File: config.mk
export PLATFORM = sky130hd
export DESIGN_NAME = proc_wbuf
export DESIGN_NICKNAME = d
export VERILOG_FILES = /design/src/rtl/proc_wbuf.sv
export SDC_FILE = /design/constraint.sdc
export NUM_CORES = 1
export LEC_CHECK = 0
export ABC_AREA = 1
export CORE_MARGIN = 10
export CORE_UTILIZATION = 50
export CTS_BUF_LIST = sky130_fd_sc_hd__clkbuf_4 sky130_fd_sc_hd__clkbuf_8 sky130_fd_sc_hd__clkbuf_16
export CTS_CLUSTER_SIZE = 20
export DETAILED_ROUTE_END_ITERATION = 12
export PLACE_DENSITY_LB_ADDON = 0.2
export SLEW_MARGIN = 40
export SYNTH_ARGS = -nofsm -noshare
export SYNTH_HDL_FRONTEND = slang
export SYNTH_SLANG_ARGS = --single-unit
File: constraint.sdc
create_clock -name clk -period 3.5 [get_ports clk]
set_clock_uncertainty 0.1 [all_clocks]
set_input_delay 0.7 -clock clk [delete_from_list [all_inputs] [get_ports clk]]
set_output_delay 0.7 -clock clk [all_outputs]
set_load 0.005 [all_outputs]
File: src/rtl/proc_wbuf.sv
// Write-data holding buffer that absorbs a blocked W burst and forwards it to processor memory.
// Latency: a beat pushed at edge N is presented on m_w* from cycle N+1 (cut-through while filling).
// Backpressure: s_wready drops when full or outside FILL; m_wready stalls the head without loss.
// Optional build macro PROC_WBUF_ERR_EN adds the err_sticky protocol-error output.
module proc_wbuf #(
    parameter int DATA_WIDTH = 32,
    parameter int DEPTH      = 16,
    parameter int AF_MARGIN  = 2
) (
    input  logic                    clk,
    input  logic                    rst,
    input  logic [2:0]              routers_ps,
    input  logic                    block_ack,
    input  logic                    s_wvalid,
    input  logic [DATA_WIDTH-1:0]   s_wdata,
    input  logic                    s_wlast,
    output logic                    s_wready,
    output logic                    m_wvalid,
    output logic [DATA_WIDTH-1:0]   m_wdata,
    output logic                    m_wlast,
    input  logic                    m_wready,
    output logic                    proc_full,
    output logic                    block_fin,
    output logic [$clog2(DEPTH):0]  count
`ifdef PROC_WBUF_ERR_EN
    ,
    output logic                    err_sticky
`endif
);

    localparam int AW = $clog2(DEPTH);
    localparam int CW = AW + 1;
    localparam logic [CW-1:0] DEPTH_C    = CW'(DEPTH);
    localparam logic [CW-1:0] AF_LEVEL_C = CW'(DEPTH - AF_MARGIN);
    localparam logic [2:0]    PS_BLOCKED = 3'b001;

    typedef enum logic [1:0] {
        ST_IDLE,
        ST_FILL,
        ST_DRAIN,
        ST_DONE
    } state_t;

    state_t          state_q, state_d;
    logic [AW-1:0]   wr_ptr_q, wr_ptr_d;
    logic [AW-1:0]   rd_ptr_q, rd_ptr_d;
    logic [CW-1:0]   count_q, count_d;
    logic            proc_full_q, proc_full_d;
    logic [DATA_WIDTH:0] mem_q [DEPTH];
    logic [DATA_WIDTH:0] head;

    logic blocked;
    logic push;
    logic pop;
    logic violation;

`ifdef PROC_WBUF_ERR_EN
    logic err_q, err_d;
`endif

    // Handshakes and head-entry presentation; data is zeroed when nothing is valid.
    always_comb begin
        blocked   = (routers_ps == PS_BLOCKED);
        s_wready  = (state_q == ST_FILL) && (count_q < DEPTH_C);
        m_wvalid  = ((state_q == ST_FILL) || (state_q == ST_DRAIN)) && (count_q != '0);
        push      = s_wvalid && s_wready;
        pop       = m_wvalid && m_wready;
        violation = ((state_q == ST_FILL) || (state_q == ST_DRAIN)) && !blocked;
        head      = mem_q[rd_ptr_q];
        m_wdata   = m_wvalid ? head[DATA_WIDTH-1:0] : '0;
        m_wlast   = m_wvalid ? head[DATA_WIDTH] : 1'b0;
        block_fin = (state_q == ST_DONE);
        proc_full = proc_full_q;
        count     = count_q;
    end

    // Next-state, pointer and occupancy update; a protocol violation flushes everything.
    always_comb begin
        state_d  = state_q;
        wr_ptr_d = wr_ptr_q;
        rd_ptr_d = rd_ptr_q;
        count_d  = count_q;

        if (push) begin
            wr_ptr_d = wr_ptr_q + AW'(1);
        end
        if (pop) begin
            rd_ptr_d = rd_ptr_q + AW'(1);
        end
        case ({push, pop})
            2'b10:   count_d = count_q + CW'(1);
            2'b01:   count_d = count_q - CW'(1);
            default: count_d = count_q;
        endcase

        case (state_q)
            ST_IDLE: begin
                if (blocked) begin
                    state_d = ST_FILL;
                end
            end
            ST_FILL: begin
                if (push && s_wlast) begin
                    state_d = ST_DRAIN;
                end
            end
            ST_DRAIN: begin
                // No pushes happen here, so the last pop is the one leaving a single entry.
                if (pop && (count_q == CW'(1))) begin
                    state_d = ST_DONE;
                end
            end
            ST_DONE: begin
                if (block_ack) begin
                    state_d = ST_IDLE;
                end
            end
            default: state_d = ST_IDLE;
        endcase

        if (violation) begin
            state_d  = ST_IDLE;
            wr_ptr_d = '0;
            rd_ptr_d = '0;
            count_d  = '0;
        end

        // Busy buffer looks full to the router so it never merges new traffic into it.
        proc_full_d = (count_d >= AF_LEVEL_C) || (state_d == ST_DRAIN) || (state_d == ST_DONE);
    end

`ifdef PROC_WBUF_ERR_EN
    // Sticky error: protocol violation or a push attempt while draining.
    always_comb begin
        err_d = err_q || violation || ((state_q == ST_DRAIN) && s_wvalid);
    end

    assign err_sticky = err_q;
`endif

    // Control state registers with synchronous reset.
    always_ff @(posedge clk) begin
        if (rst) begin
            state_q     <= ST_IDLE;
            wr_ptr_q    <= '0;
            rd_ptr_q    <= '0;
            count_q     <= '0;
            proc_full_q <= 1'b0;
`ifdef PROC_WBUF_ERR_EN
            err_q       <= 1'b0;
`endif
        end else begin
            state_q     <= state_d;
            wr_ptr_q    <= wr_ptr_d;
            rd_ptr_q    <= rd_ptr_d;
            count_q     <= count_d;
            proc_full_q <= proc_full_d;
`ifdef PROC_WBUF_ERR_EN
            err_q       <= err_d;
`endif
        end
    end

    // Storage array: each entry holds {wlast, wdata}; contents need no reset.
    always_ff @(posedge clk) begin
        if (push) begin
            mem_q[wr_ptr_q] <= {s_wlast, s_wdata};
        end
    end

endmodule
==> flow_summary.yaml, run 1 <==
run_status:
  status: "finished clean"
worst_setup_path:
  critical_path.top_delay_family: "buffers and inverters"
  cp.arrival_ps: 2660
  reg2reg_depth: 13
  crit_type: "reg2out"
  cpPeakStageDelay_ps: 550
  worst_ep_required_time_ps: 2700
  path_common_cell: "nand2_1"
  cp-start-kind: "flip-flop"
  cpMaxStageDelayCell: "clkdlybuf4s50_1"
  r2r-end: "proc_full"
  endpoint: "m_wlast"
  crit_chain: "buf_12 -> buf_4 -> clkbuf_16 -> nand2_1 -> o211ai_1 -> nand2_1 -> nand2_1 -> nand2_1 -> nor2_1 -> nor2_1 -> clkdlybuf4s50_1"
  crit-reg2reg-launch: "state_q[1]"
  critPathCaptureType: "output pin"
  worst-path-max-fanout: 19
  regToRegSetupSlack_ps: 1140
  cp.buffers_inverters: 4
  cp_num_cells: 11
run:
  maxCapViolCount: 0
final_layout:
  fin_nets: 2292
  fin_util_pct: 60.5
  drive_gt1_share_pct: 9.07
  diodes: 0
  area.growth.synth_to_final_pct: 19.4
pwr:
  power_uw: 14600
  netSwitchingPower_uw: 3400
  vdd_drop_max_mv: 0.425
  seq_power_share_pct: 50.1
  clkPwrFrac_pct: 39.5
  intPower_uw: 11200
  swShare_pct: 23.3
  p_leak_uw: 0.0107
  p_per_area_mw_per_mm2: 529
  pwr-share-comb_pct: 10.4
die:
  initial_core_util_pct: 50.7
  die_area_mm2: 0.0551
  die_x_um: 235
  die_y_um: 235
  core_area_mm2: 0.0455
  core.rowCount: 78
  io_pins: 83
clocking:
  cts_tree: "done"
  numCtsBuffers: 55
  clkLatencyLatePin_ps: 600
  clock_path_buffers: 3
  clk_pin_slew_ps: 60
  htree_levels: 2
  cts_sinks: 548
  root_buffer: "clkbuf_16"
synth:
  async_reset_ff_share_pct: 0
  ys_seq_area_share_pct: 70.6
  synth_seq_cells: 548
  syn_area_mm2: 0.0230
  synth_top_flop_cell: "edfxtp_1"
  syn_inst: 2128
  yosys_warnings: 0
  synth-edff-count: 528
  synth_nets: 2184
  synth_cell_types: 26
  avgSynthCellArea_um2: 10.8
hold_path:
  hold_class: "reg2reg"
place:
  hpwl_um: 29100
  io_buffer_count: 82
  gp_congestion: 0.785
global_routing:
  grt_max_degree: 91
  grt_pass1_vias: 14800
  grt_pass1_wl_um: 86900
  grt_usage_pct: 19.8
  grt_remaining_overflow: 0
  grt_antenna_before_repair: 1
detailed_routing:
  vias: 15600
  viasPerCell: 5.43
  totalWireLength_um: 58600
  drt_iter0_drc: 1464
  first_pass_iters: 7
  ant_nets: 0
  drc: 0
  drt-wirelength-per-cell_um: 20.3
timing:
  period_share_pct: 98.8
  min_period_ps: 3460
  fmax_mhz: 289
  final_max_slew_viol_count: 0
  final_hold_viol_count: 0
  worstMarginPinSlew_ps: 632
  setup_violations: 0
  slew_headroom_pct: 57.9
  rsz0062_at_grt: "true"
## cell type report
type,count,area [um^2]
Inverter,111,448
Sequential cell,548,16300
Timing Repair Buffer,163,2300
Clock inverter,38,295
Fill cell,3583,18000
Tap cell,600,751
Clock buffer,66,1480
Multi-Input combinational cell,1357,5950
## timing repair
item	CTS	global route
gates cloned	6	10
pin swaps	1	5
gates resized for setup	27	38
buffers inserted	4	9
hold buffers	0	0
endpoints found under the setup margin	33	33
## worst min-delay path: stages, from the launching register on
cell and delay (ps):
dfxtp_1 320, nand2_1 80, a21oi_1 60
## kinds of logic (layout without fill, tap and decap cells)
| logic type | count (synthesis) | count (layout) | synth area share [%] |
|---|---|---|---|
| flops | 548 | 548 | 70.6 |
| xor+xnor | 2 | 2 | 0.0761 |
| fa+ha+maj | 15 | 15 | 0.815 |
| buf+inv | 223 | 378 | 4.24 |
| simple gates | 1157 | 1157 | 19.4 |
| compound gates | 183 | 183 | 4.87 |
## stage by stage
stage,worst slack [ps],area (um^2),setup TNS (ps),cells,hold WS [ps]
6_report,40.7,27500,0,2883,405
5_1_grt,-98.5,27500,-416,2883,435
2_1_floorplan,424,23000,0,2128,365
3_3_place_gp,357,25000,0,2750,381
4_1_cts,-22.9,27100,-22.9,2864,402
3_5_place_dp,371,25000,0,2750,391
## cells in the mapped netlist (all sizes together) (15+ instances only)
cell type	count	area share [%]
nand2	789	13
edfxtp	528	69
nor2	273	4.5
inv	110	1.8
nand3	90	2.0
o21ai	86	1.9
o211ai	81	2.6
buf	79	1.9
clkbuf	33	0.54
dfxtp	20	1.7
a21oi	15	0.33
ha	15	0.81
## power by group through the flow
stage                     sequential, uW  combinational [uW]  clock, uW
after floorplan                     7420                 771          0
after global placement              7440                1240          0
after detailed placement            7440                1270          0
after CTS                           7290                1410       5830
after global routing                7300                1670       6100
final                               7300                1510       5750
## worst min path at each step
| stage | start | to | cells after the start |
|---|---|---|---|
| final | rd_ptr_q[2] | rd_ptr_q[2] | 2 |
| after global routing | rd_ptr_q[2] | rd_ptr_q[2] | 2 |
| after CTS | wr_ptr_q[2] | wr_ptr_q[2] | 2 |
| after detailed placement | wr_ptr_q[2] | wr_ptr_q[2] | 2 |
| after global placement | wr_ptr_q[2] | wr_ptr_q[2] | 2 |
| after floorplan | wr_ptr_q[2] | wr_ptr_q[2] | 2 |
## layout by cell type, fill, tap and decap left out, drive strengths merged
master         count
nor2             273
xor2               1
inv              111
a22oi              1
nand3             90
clkinvlp           1
edfxtp           528
bufinv             4
o211ai            81
xnor2              1
nand3b             1
nand2            789
o21ai             86
clkinv            33
clkbuf            75
ha                15
clkdlybuf4s50     63
a21oi             15
nand4              3
dfxtp             20
buf               72
dlymetal6s2s      19
nor4               1
## layer usage
| layer | vias to the layer above | share of wire [%] | global-route usage, % |
|---|---|---|---|
| met5 | - | 0.020 | 0 |
| met4 | 2 | 1.9 | 5.03 |
| met3 | 88 | 7.0 | 3.11 |
| met2 | 579 | 49 | 33.5 |
| met1 | 7597 | 42 | 26.2 |
| li1 | 7376 | - | - |
## flip-flops by register name (all words and copies together) (netlist names), named ones only
name and cells:
proc_full 1, rd_ptr_q 4, state_q 2, wr_ptr_q 4, count 5, mem_q 528
(Power assumes the default switching activity.)
==> run 2: changes to the inputs <==
--- a/config.mk
+++ b/config.mk
@@ -12,6 +12,7 @@
 export CTS_CLUSTER_SIZE = 20
 export DETAILED_ROUTE_END_ITERATION = 12
 export PLACE_DENSITY_LB_ADDON = 0.2
+export SETUP_SLACK_MARGIN = 0.05
 export SLEW_MARGIN = 40
 export SYNTH_ARGS = -nofsm -noshare
 export SYNTH_HDL_FRONTEND = slang
==> run 2 against run 1 <==
Combinational power up 4%. Fmax up 2.3%. Register-to-register slack better by 20 ps. Sequential share of layout area down 0.35 points. Sequential power about the same. Non-clock buffer count up 7. Clock power about the same. Largest power group unchanged.
==> flow_summary.yaml, run 2 (synthesis gave the netlist of run 1 again) <==
run_status:
  status: "finished clean"
worst_setup_path:
  cpPeakStageDelay_ps: 520
  critical_path.top_delay_family: "buffers and inverters"
  worst_ep_required_time_ps: 2700
  reg2reg_depth: 13
  cp-start-kind: "flip-flop"
  crit_chain: "buf_16 -> clkinv_16 -> buf_16 -> nand2_1 -> nand2_1 -> nand2_1 -> nand3_1 -> nand2_1 -> nand2_1 -> nand2_1 -> nor2_1 -> clkdlybuf4s50_1"
  r2r-end: "proc_full"
  cp.arrival_ps: 2580
  crit-reg2reg-launch: "state_q[1]"
  regToRegSetupSlack_ps: 1160
  critPathCaptureType: "output pin"
  crit_type: "reg2out"
  worst-path-max-fanout: 27
  path_common_cell: "nand2_1"
  cp.buffers_inverters: 4
  cpMaxStageDelayCell: "clkdlybuf4s50_1"
final_layout:
  design_area_mm2: 0.0277
  seqCellArea_mm2: 0.0163
  fill_cells: 3563
  final_common_cell: "nand2_1"
  top_register: "mem_q"
  fin_util_pct: 60.8
  multi_input_area_mm2: 0.00597
  diodes: 0
  largest_reg_flops: 528
  fin_nets: 2299
  final_cell_mix: "nand2_1, edfxtp_1, nor2_1"
  area.growth.synth_to_final_pct: 20.1
  stdcell_count: 2890
  drive_gt1_share_pct: 9.48
global_routing:
  grt_pass1_vias: 14900
  grt_pass1_wl_um: 88000
  grt_max_degree: 91
  grt_usage_pct: 20.1
  grt_antenna_before_repair: 1
  grt_remaining_overflow: 0
run:
  maxCapViolCount: 0
hold_path:
  hold_depth: 2
  holdCritStartpoint: "wr_ptr_q[2]"
  hold_class: "reg2reg"
  hold_path_end: "wr_ptr_q[2]"
timing:
  fmax_mhz: 296
  period_share_pct: 96.6
  setup_violations: 0
  setup-tns-final_ps: 0
  worstMarginPinSlew_ps: 634
  slew_headroom_pct: 57.7
  final_hold_viol_count: 0
  final_max_slew_viol_count: 0
  min_period_ps: 3380
  rsz0062_at_grt: "true"
detailed_routing:
  drt-wirelength-per-cell_um: 20.4
  drt_iter0_drc: 1555
  ant_nets: 0
  totalWireLength_um: 59000
  first_pass_iters: 7
  vias: 15700
  viasPerCell: 5.43
  drc: 0
die:
  io_pins: 83
  die_x_um: 235
  core.rowCount: 78
  die_y_um: 235
  die_area_mm2: 0.0551
  initial_core_util_pct: 50.7
  core_area_mm2: 0.0455
clocking:
  ctsHoldBuffers: 0
  clkLatencyLatePin_ps: 600
  clk_pin_slew_ps: 60
  numCtsBuffers: 55
  root_buffer: "clkbuf_16"
  clock_path_buffers: 3
  cts_tree: "done"
  htree_levels: 2
  cts_sinks: 548
place:
  io_buffer_count: 82
  place_area_mm2: 0.0250
  hpwl_um: 29100
  dpl.cell_count: 2750
  gp_congestion: 0.785
pwr:
  p_leak_uw: 0.0109
  vdd_drop_max_mv: 0.422
  power_uw: 14600
  p_per_area_mw_per_mm2: 528
run 2: final cells by class:
type                    instances  share of cell area [%]
flip-flops and latches        548                    58.8
repair buffers                170                    8.86
well taps                     600                    2.71
inverters                     111                    1.63
multi-input cells            1357                    21.6
clock buffers                  66                    5.34
clock inverters                38                    1.07
run 2: worst max-delay path by stage:
stage	start	slack, ps	cells after the start	to
2_1_floorplan	s_wvalid	420	4	mem_q[0][0]
3_3_place_gp	state_q[0]	360	8	m_wdata[30]
3_5_place_dp	state_q[0]	370	8	m_wdata[30]
4_1_cts	flip-flop	20	10	m_wdata[30]
5_1_grt	flip-flop	-50	12	m_wdata[5]
6_report	flip-flop	120	12	m_wdata[26]
run 2: stage by stage:
stage | hold WS, ps | setup slack, ps
CTS | 402 | 16.7
floorplan | 365 | 424
global route | 435 | -53.9
detailed placement | 391 | 371
global placement | 381 | 357
finish | 402 | 118
run 2: per-layer routing:
metal  wire length, um  GRT usage, %  up-vias
met2             29400          34.1      568
met3              3910          3.10       90
met5                13             0        -
li1                  -             -     7397
met1             24800          26.6     7640
met4               966          5.11        2
run 2: what timing repair did:
item                       in CTS  in global routing
gates resized for setup        36                 53
setup buffers                   9                  9
setup endpoints to repair      34                 31
cloned                          9                 10
pin swaps                       4                  7
run 2: worst reg2reg max path: cells and delay by family, from the launching register on:
family	cells	cell delay (ps)
adder cells (fa/ha/maj)	2	640
flip-flops	1	370
buffers and inverters	3	500
AND/OR/NAND/NOR	8	640
run 2: power breakdown:
part	switching [uW]	internal, uW
clock	2440	3300
sequential	43.8	7250
combinational	919	646
